**src/rtl/ch8_pkg.sv**
```systemverilog
// ch8_pkg: shared constants for the CHIP-8 memory arbiter.
//   CH8_ADDR_W / CH8_DATA_W : default RAM geometry (4 KiB x 8)
//   REQ_LOAD / REQ_CPU / REQ_DRAW : requester bit positions
//   arb_state_t : arbiter FSM encoding
package ch8_pkg;

    localparam int CH8_ADDR_W = 12;
    localparam int CH8_DATA_W = 8;

    localparam int REQ_LOAD = 0;
    localparam int REQ_CPU  = 1;
    localparam int REQ_DRAW = 2;

    typedef enum logic {
        ST_IDLE   = 1'b0,
        ST_LOCKED = 1'b1
    } arb_state_t;

endpackage

```
**src/rtl/ch8_mem_arbiter.sv**
```systemverilog
// ch8_mem_arbiter: single-port RAM arbiter for loader, CPU and draw engine.
//   clk, rst_n          : clock, async active-low reset
//   req/lock/we [2:0]   : per-requester strobes ([0]=loader,[1]=CPU,[2]=draw)
//   addr/wdata          : per-requester fields, requester k at [k*W +: W]
//   gnt [2:0]           : combinational one-hot grant
//   rvalid [2:0], rdata : read return, one cycle after the grant
//   ram_*               : RAM command port; ram_rdata has one-cycle latency
//   lock_err            : sticky, set when an idle lock owner is evicted
module ch8_mem_arbiter
    import ch8_pkg::*;
#(
    parameter int ADDR_W  = CH8_ADDR_W,
    parameter int DATA_W  = CH8_DATA_W,
    parameter int LOCK_TO = 16
) (
    input  logic                  clk,
    input  logic                  rst_n,
    input  logic [2:0]            req,
    input  logic [2:0]            lock,
    input  logic [2:0]            we,
    input  logic [3*ADDR_W-1:0]   addr,
    input  logic [3*DATA_W-1:0]   wdata,
    output logic [2:0]            gnt,
    output logic [2:0]            rvalid,
    output logic [DATA_W-1:0]     rdata,
    output logic                  ram_en,
    output logic                  ram_we,
    output logic [ADDR_W-1:0]     ram_addr,
    output logic [DATA_W-1:0]     ram_wdata,
    input  logic [DATA_W-1:0]     ram_rdata,
    output logic                  lock_err
);

    localparam int CNT_W = $clog2(LOCK_TO + 1);

    arb_state_t         state, state_n;
    logic [1:0]         owner, owner_n;
    logic               rr_draw, rr_draw_n;   // 1: draw wins the next CPU/draw tie
    logic [CNT_W-1:0]   idle_cnt, idle_cnt_n;
    logic               lock_err_n;
    logic [2:0]         gnt_c;
    logic [1:0]         sel;

    always_ff @(posedge clk or negedge rst_n) begin
        if (!rst_n) begin
            state    <= ST_IDLE;
            owner    <= 2'd0;
            rr_draw  <= 1'b0;
            idle_cnt <= '0;
            lock_err <= 1'b0;
            rvalid   <= 3'b000;
        end else begin
            state    <= state_n;
            owner    <= owner_n;
            rr_draw  <= rr_draw_n;
            idle_cnt <= idle_cnt_n;
            lock_err <= lock_err_n;
            rvalid   <= gnt_c & ~we;
        end
    end

    always_comb begin
        gnt_c      = 3'b000;
        state_n    = state;
        owner_n    = owner;
        rr_draw_n  = rr_draw;
        idle_cnt_n = idle_cnt;
        lock_err_n = lock_err;
        case (state)
            ST_IDLE: begin
                if (req[REQ_LOAD])
                    gnt_c[REQ_LOAD] = 1'b1;
                else if (req[REQ_CPU] && req[REQ_DRAW])
                    gnt_c[rr_draw ? REQ_DRAW : REQ_CPU] = 1'b1;
                else if (req[REQ_CPU])
                    gnt_c[REQ_CPU] = 1'b1;
                else if (req[REQ_DRAW])
                    gnt_c[REQ_DRAW] = 1'b1;
                if (|(gnt_c & lock)) begin
                    state_n    = ST_LOCKED;
                    owner_n    = sel;
                    idle_cnt_n = '0;
                end
            end
            ST_LOCKED: begin
                if (req[owner]) begin
                    gnt_c[owner] = 1'b1;
                    idle_cnt_n   = '0;
                    if (!lock[owner])
                        state_n = ST_IDLE;
                end else if (idle_cnt == CNT_W'(LOCK_TO - 1)) begin
                    // Owner has been silent LOCK_TO cycles: evict, no grant this cycle.
                    state_n    = ST_IDLE;
                    lock_err_n = 1'b1;
                    idle_cnt_n = '0;
                end else begin
                    idle_cnt_n = idle_cnt + 1'b1;
                end
            end
            default: state_n = ST_IDLE;
        endcase
        // Pointer hands the next tie to whichever of CPU/draw was not just served.
        if (gnt_c[REQ_CPU])  rr_draw_n = 1'b1;
        if (gnt_c[REQ_DRAW]) rr_draw_n = 1'b0;
    end

    always_comb begin
        sel = 2'd0;
        if (gnt_c[REQ_CPU])  sel = 2'd1;
        if (gnt_c[REQ_DRAW]) sel = 2'd2;
    end

    always_comb begin
        ram_addr  = addr[0 +: ADDR_W];
        ram_wdata = wdata[0 +: DATA_W];
        case (sel)
            2'd1: begin
                ram_addr  = addr[ADDR_W +: ADDR_W];
                ram_wdata = wdata[DATA_W +: DATA_W];
            end
            2'd2: begin
                ram_addr  = addr[2*ADDR_W +: ADDR_W];
                ram_wdata = wdata[2*DATA_W +: DATA_W];
            end
            default: ;
        endcase
    end

    // Outputs are held quiet while reset is asserted even though gnt_c is comb.
    assign gnt    = rst_n ? gnt_c : 3'b000;
    assign ram_en = |gnt;
    assign ram_we = |(gnt & we);
    assign rdata  = ram_rdata;

endmodule
```
**config.mk**
```make
export PLATFORM = sky130hd
export DESIGN_NAME = ch8_mem_arbiter
export DESIGN_NICKNAME = d
export VERILOG_FILES = /design/src/rtl/ch8_pkg.sv /design/src/rtl/ch8_mem_arbiter.sv
export SDC_FILE = /design/constraint.sdc
export NUM_CORES = 1
export LEC_CHECK = 0
export ABC_CLOCK_PERIOD_IN_PS = 1900
export CORE_MARGIN = 3
export CORE_UTILIZATION = 60
export DETAILED_ROUTE_END_ITERATION = 12
export DONT_BUFFER_PORTS = 1
export PLACE_DENSITY_LB_ADDON = 0.05
export RECOVER_POWER = 100
export SYNTH_ARGS = -nofsm -noshare
export SYNTH_HDL_FRONTEND = slang
export SYNTH_SLANG_ARGS = --single-unit
```
**constraint.sdc**
```tcl
create_clock -name clk -period 1.9 [get_ports clk]
set_clock_uncertainty 0.1 [all_clocks]
set_input_delay 0.38 -clock clk [delete_from_list [all_inputs] [get_ports clk]]
set_output_delay 0.38 -clock clk [all_outputs]
set_load 0.03 [all_outputs]
```
# Word level (Yosys, flattened, before mapping)
# Index checks and enable logic that the tools add are counted.
[classes]
n_addsub = 1
mul = 0
n_div = 0
magnitude_cmp = 4
n_eq_ne = 4
n_shift = 0
muxes = 36
n_bitwise = 6
reduce_logical = 9
[op_table]
columns = ["cell", "n"]
rows = [
  ["$pmux W12 S2", 1],
  ["$mux W1", 17],
  ["$pmux W8 S2", 1],
  ["$mux W5", 3],
  ["$mux W2", 5],
  ["$pmux W5 S2", 1],
  ["$and A3 B3 Y3", 3],
  ["$reduce_or A3 Y1", 3],
  ["$lt A2 B3 Y1 const B", 2],
  ["$mux W3", 2],
  ["$pmux W3 S2", 1],
  ["$add A5 B1 Y5 const B", 1],
  ["$eq A5 B4 Y1 const B", 1],
  ["$bmux W1 S2", 2],
  ["$demux W1 S2", 2],
  ["$ge A2 B1 Y1 const B", 2],
  ["$logic_and A1 B1 Y1", 3],
  ["$not A3 Y3", 1],
  ["$reduce_and A3 Y1", 1],
  ["$eq A2 B1 Y1 const B", 1],
  ["$eq A2 B2 Y1 const B", 1],
  ["$ne A2 B2 Y1 const B", 1],
  ["$not A1 Y1", 2],
  ["$pmux W1 S2", 1],
  ["2 further kinds", 2],
]
[word_totals]
ff_bits = 13
latchBits = 0
ramBits = 0
mem_bits_ro = 0
in_bits = 79
output_inout_bits = 37
elab_cells = 66
memories = 0

# Depth between registers and ports, before layout
[logic_depth]
depth_word = 13
mapped_depth = 6
ltp_nobuf = 5

# Least setup slack after synthesis
# Ideal clock, no wire load.
[synth_path]
kind = "reg-to-output"
startpoint = "reg owner[1]"
endpoint = "out ram_en"
arrival_time_ns = 1.662
required_time_ns = 1.420
path_slack_ns = -0.242
stages_incl_launch_ff = 7
path_buffers = 2
cell_sequence = "dfrtp_1 > buf_2 > nand3b_1 > a21boi_4 > nor2_1 > buf_2 > a21boi_1"
[synth_via]
elab_chain_cells = 8
word_cells_on_any_way = 11
classes_between = "order compare (2); mux (7); reduce/logical (2)"
[synth_rtl]
columns = ["element", "line_no", "rtl"]
rows = [
  ["from (decl)", "ch8_mem_arbiter.sv:37", "logic [1:0] owner, owner_n;"],
  ["from (signal assigned)", "ch8_mem_arbiter.sv:54", "owner <= owner_n;"],
  ["$lt A2 B3 Y1 (implied by the code) / $ge A2 B1 Y1 (equally long branches)", "ch8_mem_arbiter.sv:87", "gnt_c[owner] = 1'b1;"],
  ["$logic_and A1 B1 Y1 (implied by the code)", "ch8_mem_arbiter.sv:87", ""],
  ["$mux W1 (implied by the code)", "ch8_mem_arbiter.sv:87", ""],
  ["$demux W1 S2", "ch8_mem_arbiter.sv:87", ""],
  ["$mux W3 (*)", "ch8_mem_arbiter.sv:86", "if (req[owner]) begin"],
  ["$pmux W3 S2 (*)", "ch8_mem_arbiter.sv:69", "case (state)"],
  ["$mux W3 (*)", "ch8_mem_arbiter.sv:130", "assign gnt = rst_n ? gnt_c : 3'b000;"],
  ["$reduce_or A3 Y1 (*)", "ch8_mem_arbiter.sv:131", "assign ram_en = |gnt;"],
  ["to (decl)", "ch8_mem_arbiter.sv:26", "output logic ram_en,"],
]
# Mark *: on every way between the ends. The rest lies on a longest branch, timed or not. The select of a mux whose other input is x is not followed.

# Worst setup path after layout
[layout_path]
startpoint = "reg rr_draw"
endpoint = "out ram_wdata[3]"
[layout_via]
elab_chain_cells = 13
word_cells_on_any_way = 15
classes_between = "order compare (2); eq/ne (2); mux (10); reduce/logical (1)"
[layout_rtl]
columns = ["element", "line_no", "rtl"]
rows = [
  ["from (decl)", "ch8_mem_arbiter.sv:38", "logic rr_draw, rr_draw_n;"],
  ["from (signal assigned)", "ch8_mem_arbiter.sv:55", "rr_draw <= rr_draw_n;"],
  ["$mux W2 (*)", "ch8_mem_arbiter.sv:74", "gnt_c[rr_draw ? REQ_DRAW : REQ_CPU] = 1'b1;"],
  ["$lt A2 B3 Y1 (implied by the code) / $ge A2 B1 Y1 (equally long branches)", "ch8_mem_arbiter.sv:74", ""],
  ["$logic_and A1 B1 Y1 (implied by the code)", "ch8_mem_arbiter.sv:74", ""],
  ["$mux W1", "ch8_mem_arbiter.sv:74", ""],
  ["$demux W1 S2 (*)", "ch8_mem_arbiter.sv:74", ""],
  ["$mux W2 (*)", "ch8_mem_arbiter.sv:73", "else if (req[REQ_CPU] && req[REQ_DRAW])"],
  ["$mux W2 (*)", "ch8_mem_arbiter.sv:71", "if (req[REQ_LOAD])"],
  ["$mux W2 (*)", "ch8_mem_arbiter.sv:69", ""],
  ["$pmux W3 S2 (*)", "ch8_mem_arbiter.sv:69", ""],
  ["$mux W1", "ch8_mem_arbiter.sv:109", "if (gnt_c[REQ_CPU]) sel = 2'd1;"],
  ["$mux W2 (*)", "ch8_mem_arbiter.sv:110", "if (gnt_c[REQ_DRAW]) sel = 2'd2;"],
  ["$eq A2 B2 Y1 / $eq A2 B1 Y1 (equally long branches)", "ch8_mem_arbiter.sv:116", "case (sel)"],
  ["$pmux W8 S2 (*)", "ch8_mem_arbiter.sv:116", ""],
  ["to (decl)", "ch8_mem_arbiter.sv:29", "output logic [DATA_W-1:0] ram_wdata,"],
]
# Marked as above.

==> reports/qor.tcl <==
set qor(routed_wirelength_microns) 4360
set qor(worst_ep_required_time_ns) 1.42
set qor(start_kind) {flop}
set qor(final_layout_size_suffix_gt1_share_pct) 43.4
set qor(routed.top_layer) {met4}
set qor(io_buffer_count) 0
set qor(cell_variety_after_synth) 35
set qor(timing.final.hold_violations) 0
set qor(multi_input_area_sq_um) 985
set qor(place_hpwl_microns) 3080
set qor(post_synth_inst_count) 133
set qor(syn-num-nets) 213
set qor(run_status) {complete, but fails checks}
set qor(detailroute.via_count) 1223
set qor(floorplan.die.height_microns) 50.9
set qor(power.switching_fraction_pct) 50.0
set qor(critical_path_arrival_ns) 1.85
set qor(gp_routability_congestion) 0.761
set qor(end_kind) {output pin}
set qor(grt_util_all_layers_pct) 31.5
set qor(met2_length_microns) 2280
set qor(firstDrtPassIters) 4
set qor(slew_headroom_pct) 59.8
set qor(sequential_share_of_power_pct) 16.9
set qor(hold_class) {input port to flop}
set qor(clock_power_share_pct) 6.9
set qor(vias_per_cell) 7.28
set qor(met1_length_microns) 1450
set qor(switchingPower_w) 0.00136
set qor(clock_tree.htree_level_count) 1
set qor(r2r.worst_path.cells) 6
set qor(critPathKind) {flop to output pin}
set qor(cp_cell_sequence) {and2b_2 -> o31ai_4 -> buf_6 -> nor2_4 -> clkbuf_16 -> a21o_4}
set qor(io_pins) 116
set qor(tightest_pin_transition_ns) 0.601
set qor(combPwrFrac_pct) 76.2
set qor(final-seq-area_sq_um) 325
set qor(finalWorstPathRequiredPeriod_ns) 2.33
set qor(vdd.ir_drop.worst_mv) 1.19
set qor(cpLargestDelayFamily) {compound AO/OA/AOI/OAI gates}
set qor(worst_setup_path_startpoint) {rr_draw}
set qor(design.die.area_sq_um) 2590
set qor(reg2reg_to) {idle_cnt[0]}
set qor(worstHoldPathCells) 1
set qor(core_area_sq_um) 1820
set qor(ctsRootBufferMaster) {sky130_fd_sc_hd__clkbuf_4}
set qor(antenna_cells_inserted) 0
set qor(detailroute.wirelength.met3_microns) 375
set qor(setup_tns_ns) -9.64
set qor(synthFlopType) {sky130_fd_sc_hd__dfrtp_1}
set qor(cts_inserted_buffers) 3
set qor(row_count) 15
set qor(total_leakage_power_nw) 0.725
set qor(ys_warn_count) 0
set qor(horizontal_die_dimension_microns) 50.9
set qor(violations) {negative setup slack}
set qor(clock_latency_late_sink_ns) 0.29
set qor(yosysSeqAreaShare_pct) 26.9
set qor(whs_endpoint) {rvalid[1]}
set qor(final.fill_count) 86
set qor(worst_hold_startpoint) {we[1]}
set qor(crit_buf_inv) 2
set qor(number_of_antenna_violations_at_the_first_check_in_global_routing) 0
set qor(ys_seq_elements) 13
set qor(drt_iter0_drc) 31
set qor(r2r_start) {rr_draw}
set qor(setup_ws_ns) -0.432
set qor(postRouteAntennaNets) 0
set qor(cts_buffer_depth) 2
set qor(netlist_area_before_placement_sq_um) 1210
set qor(clkSlewWorstSetupHoldPaths_ns) 0.09
set qor(reg2reg_setup_slack_ns) 0.09
set qor(final_nets) 224
set qor(timing.critical_path.slowest_stage_cell) {sky130_fd_sc_hd__dfrtp_1}
set qor(max_cap_viol_count) 0
set qor(placement.cell_area_sq_um) 1450
set qor(worstPathMaxFanout) 8
set qor(synthesis.area_per_instance_sq_um) 9.09
set qor(internal_power_w) 0.00135
set qor(wire_length_of_the_first_global_routing_pass_microns) 5960
set qor(synth_async_sr_flop_share_pct) 100
set qor(finalMaxSlewViolations) 0
set qor(largest_net_degree_at_the_start_of_global_routing) 18
set qor(min_period_over_period_pct) 123
set qor(rsz0062_at_grt) {yes}
set qor(grt_remaining_overflow) 0
set qor(postLayoutCoreUtil_pct) 88.5
set qor(floorplan.initialDensity_pct) 66.4
set qor(first_global_vias) 1223
set qor(cellPowerDensity_nw_per_um2) 1680
set qor(postLayoutCellArea_sq_um) 1610
set qor(setup_violating_endpoint_count_in_the_final_report) 25
set qor(drcViolationCount) 0
set qor(cpPeakStageDelay_ns) 0.40
set qor(area_growth_pct) 33.2
set qor(routedWlPerCell_microns) 25.9
set qor(cts_sinks) 13
set qor(max_freq_mhz) 429
set qor(tritoncts) {yes}
set qor(synth_edf_count) 0
state kept, by name (all words and copies together), names as in the netlist:
signal and count:
rr_draw 1, idle_cnt 5, rvalid 3, state 1
owner 2, lock_err 1
layout by cell type (no fill, tap or decap), types with 2 or more instances in the layout:
cell type / n
sky130_fd_sc_hd__nor2_1: 7
sky130_fd_sc_hd__a21o_4: 20
sky130_fd_sc_hd__and2_1: 2
sky130_fd_sc_hd__nor2b_1: 4
sky130_fd_sc_hd__o21ai_0: 4
sky130_fd_sc_hd__nand3b_1: 2
sky130_fd_sc_hd__dfrtp_1: 13
sky130_fd_sc_hd__nor3b_1: 2
sky130_fd_sc_hd__mux2i_1: 2
sky130_fd_sc_hd__clkbuf_4: 3
sky130_fd_sc_hd__buf_6: 6
sky130_fd_sc_hd__a22o_1: 21
sky130_fd_sc_hd__nand3_1: 3
sky130_fd_sc_hd__nand2_1: 4
sky130_fd_sc_hd__a211o_1: 3
sky130_fd_sc_hd__buf_4: 12
sky130_fd_sc_hd__buf_12: 2
sky130_fd_sc_hd__nor3_1: 4
sky130_fd_sc_hd__a21boi_4: 3
kinds of logic (layout without fill, tap and decap cells):
logic type	after synthesis	after routing	synth area share [%]
compound gates	62	62	43.5
fa+ha+maj	1	1	1.04
buf+inv	18	28	9.42
flops	13	13	26.9
mux	3	3	2.59
simple gates	36	36	16.6
power groups by stage:
stage | clock, W | sequential (W) | combinational, W
floorplan | 0 | 0.000424 | 0.00158
global placement | 0 | 0.000446 | 0.00177
detailed placement | 0 | 0.000455 | 0.00183
CTS | 0.000182 | 0.000446 | 0.00192
global route | 0.000204 | 0.000467 | 0.00217
finish | 0.000186 | 0.000459 | 0.00206
repair_timing:
| item | 4_1_cts | 5_1_grt |
|---|---|---|
| gates cloned | 1 | 1 |
| pin swaps | 2 | 1 |
| resized for setup | 11 | 6 |
| endpoints found under the setup margin | 25 | 25 |
| buffers inserted | 2 | 2 |
| endpoints found under the hold margin | 13 | 0 |
| hold buffers | 1 | 0 |
cells in the mapped netlist (2+ instances only):
| master | number | area [sq um] |
|---|---|---|
| sky130_fd_sc_hd__nor3b_1 | 2 | 15.0 |
| sky130_fd_sc_hd__buf_4 | 10 | 75.1 |
| sky130_fd_sc_hd__a21boi_1 | 2 | 15.0 |
| sky130_fd_sc_hd__buf_2 | 7 | 35.0 |
| sky130_fd_sc_hd__a21o_1 | 21 | 158 |
| sky130_fd_sc_hd__nor2_1 | 8 | 30.0 |
| sky130_fd_sc_hd__a211o_1 | 3 | 26.3 |
| sky130_fd_sc_hd__nor2b_1 | 4 | 25.0 |
| sky130_fd_sc_hd__dfrtp_1 | 13 | 325 |
| sky130_fd_sc_hd__o21ai_0 | 5 | 25.0 |
| sky130_fd_sc_hd__nor3_1 | 4 | 20.0 |
| sky130_fd_sc_hd__mux2i_1 | 2 | 20.0 |
| sky130_fd_sc_hd__and2_1 | 3 | 18.8 |
| sky130_fd_sc_hd__nand3b_1 | 2 | 15.0 |
| sky130_fd_sc_hd__nand3_1 | 3 | 15.0 |
| sky130_fd_sc_hd__a22o_1 | 21 | 184 |
| sky130_fd_sc_hd__nand2_1 | 5 | 18.8 |
worst max path at each step:
stage / slack, ns / depth (start not counted) / to
after floorplan: -0.006 / 5 / ram_en
after global placement: -0.04 / 5 / ram_wdata[3]
after detailed placement: -0.08 / 5 / ram_wdata[3]
after CTS: -0.32 / 5 / ram_en
after global routing: -0.46 / 6 / ram_wdata[3]
final: -0.43 / 6 / ram_wdata[3]
metal layers:
metal,GRT usage (%),vias to the layer above
met3,6.41,26
met5,0,-
met4,12.1,0
met2,59.8,97
li1,-,517
met1,33.9,583
layout make-up:
type	count	share of cell area [%]
inverter	1	0.233
clock buffer	3	1.40
tap	25	1.94
sequential	13	20.2
timing repair buffer	23	14.8
clock inverter	1	0.311
multi-input combinational	102	61.2
stage by stage:
stage | setup WS (ns) | instances | total power (W) | hold slack (ns)
4_1_cts | -0.322 | 165 | 0.00255 | 0.0410
2_1_floorplan | -0.00632 | 133 | 0.00201 | -0.0156
6_report | -0.432 | 168 | 0.00271 | 0.0393
3_3_place_gp | -0.0355 | 157 | 0.00222 | -0.0152
3_5_place_dp | -0.0818 | 157 | 0.00228 | -0.0152
5_1_grt | -0.461 | 168 | 0.00284 | 0.0216
Note: power is estimated with default switching activity, not from simulation.
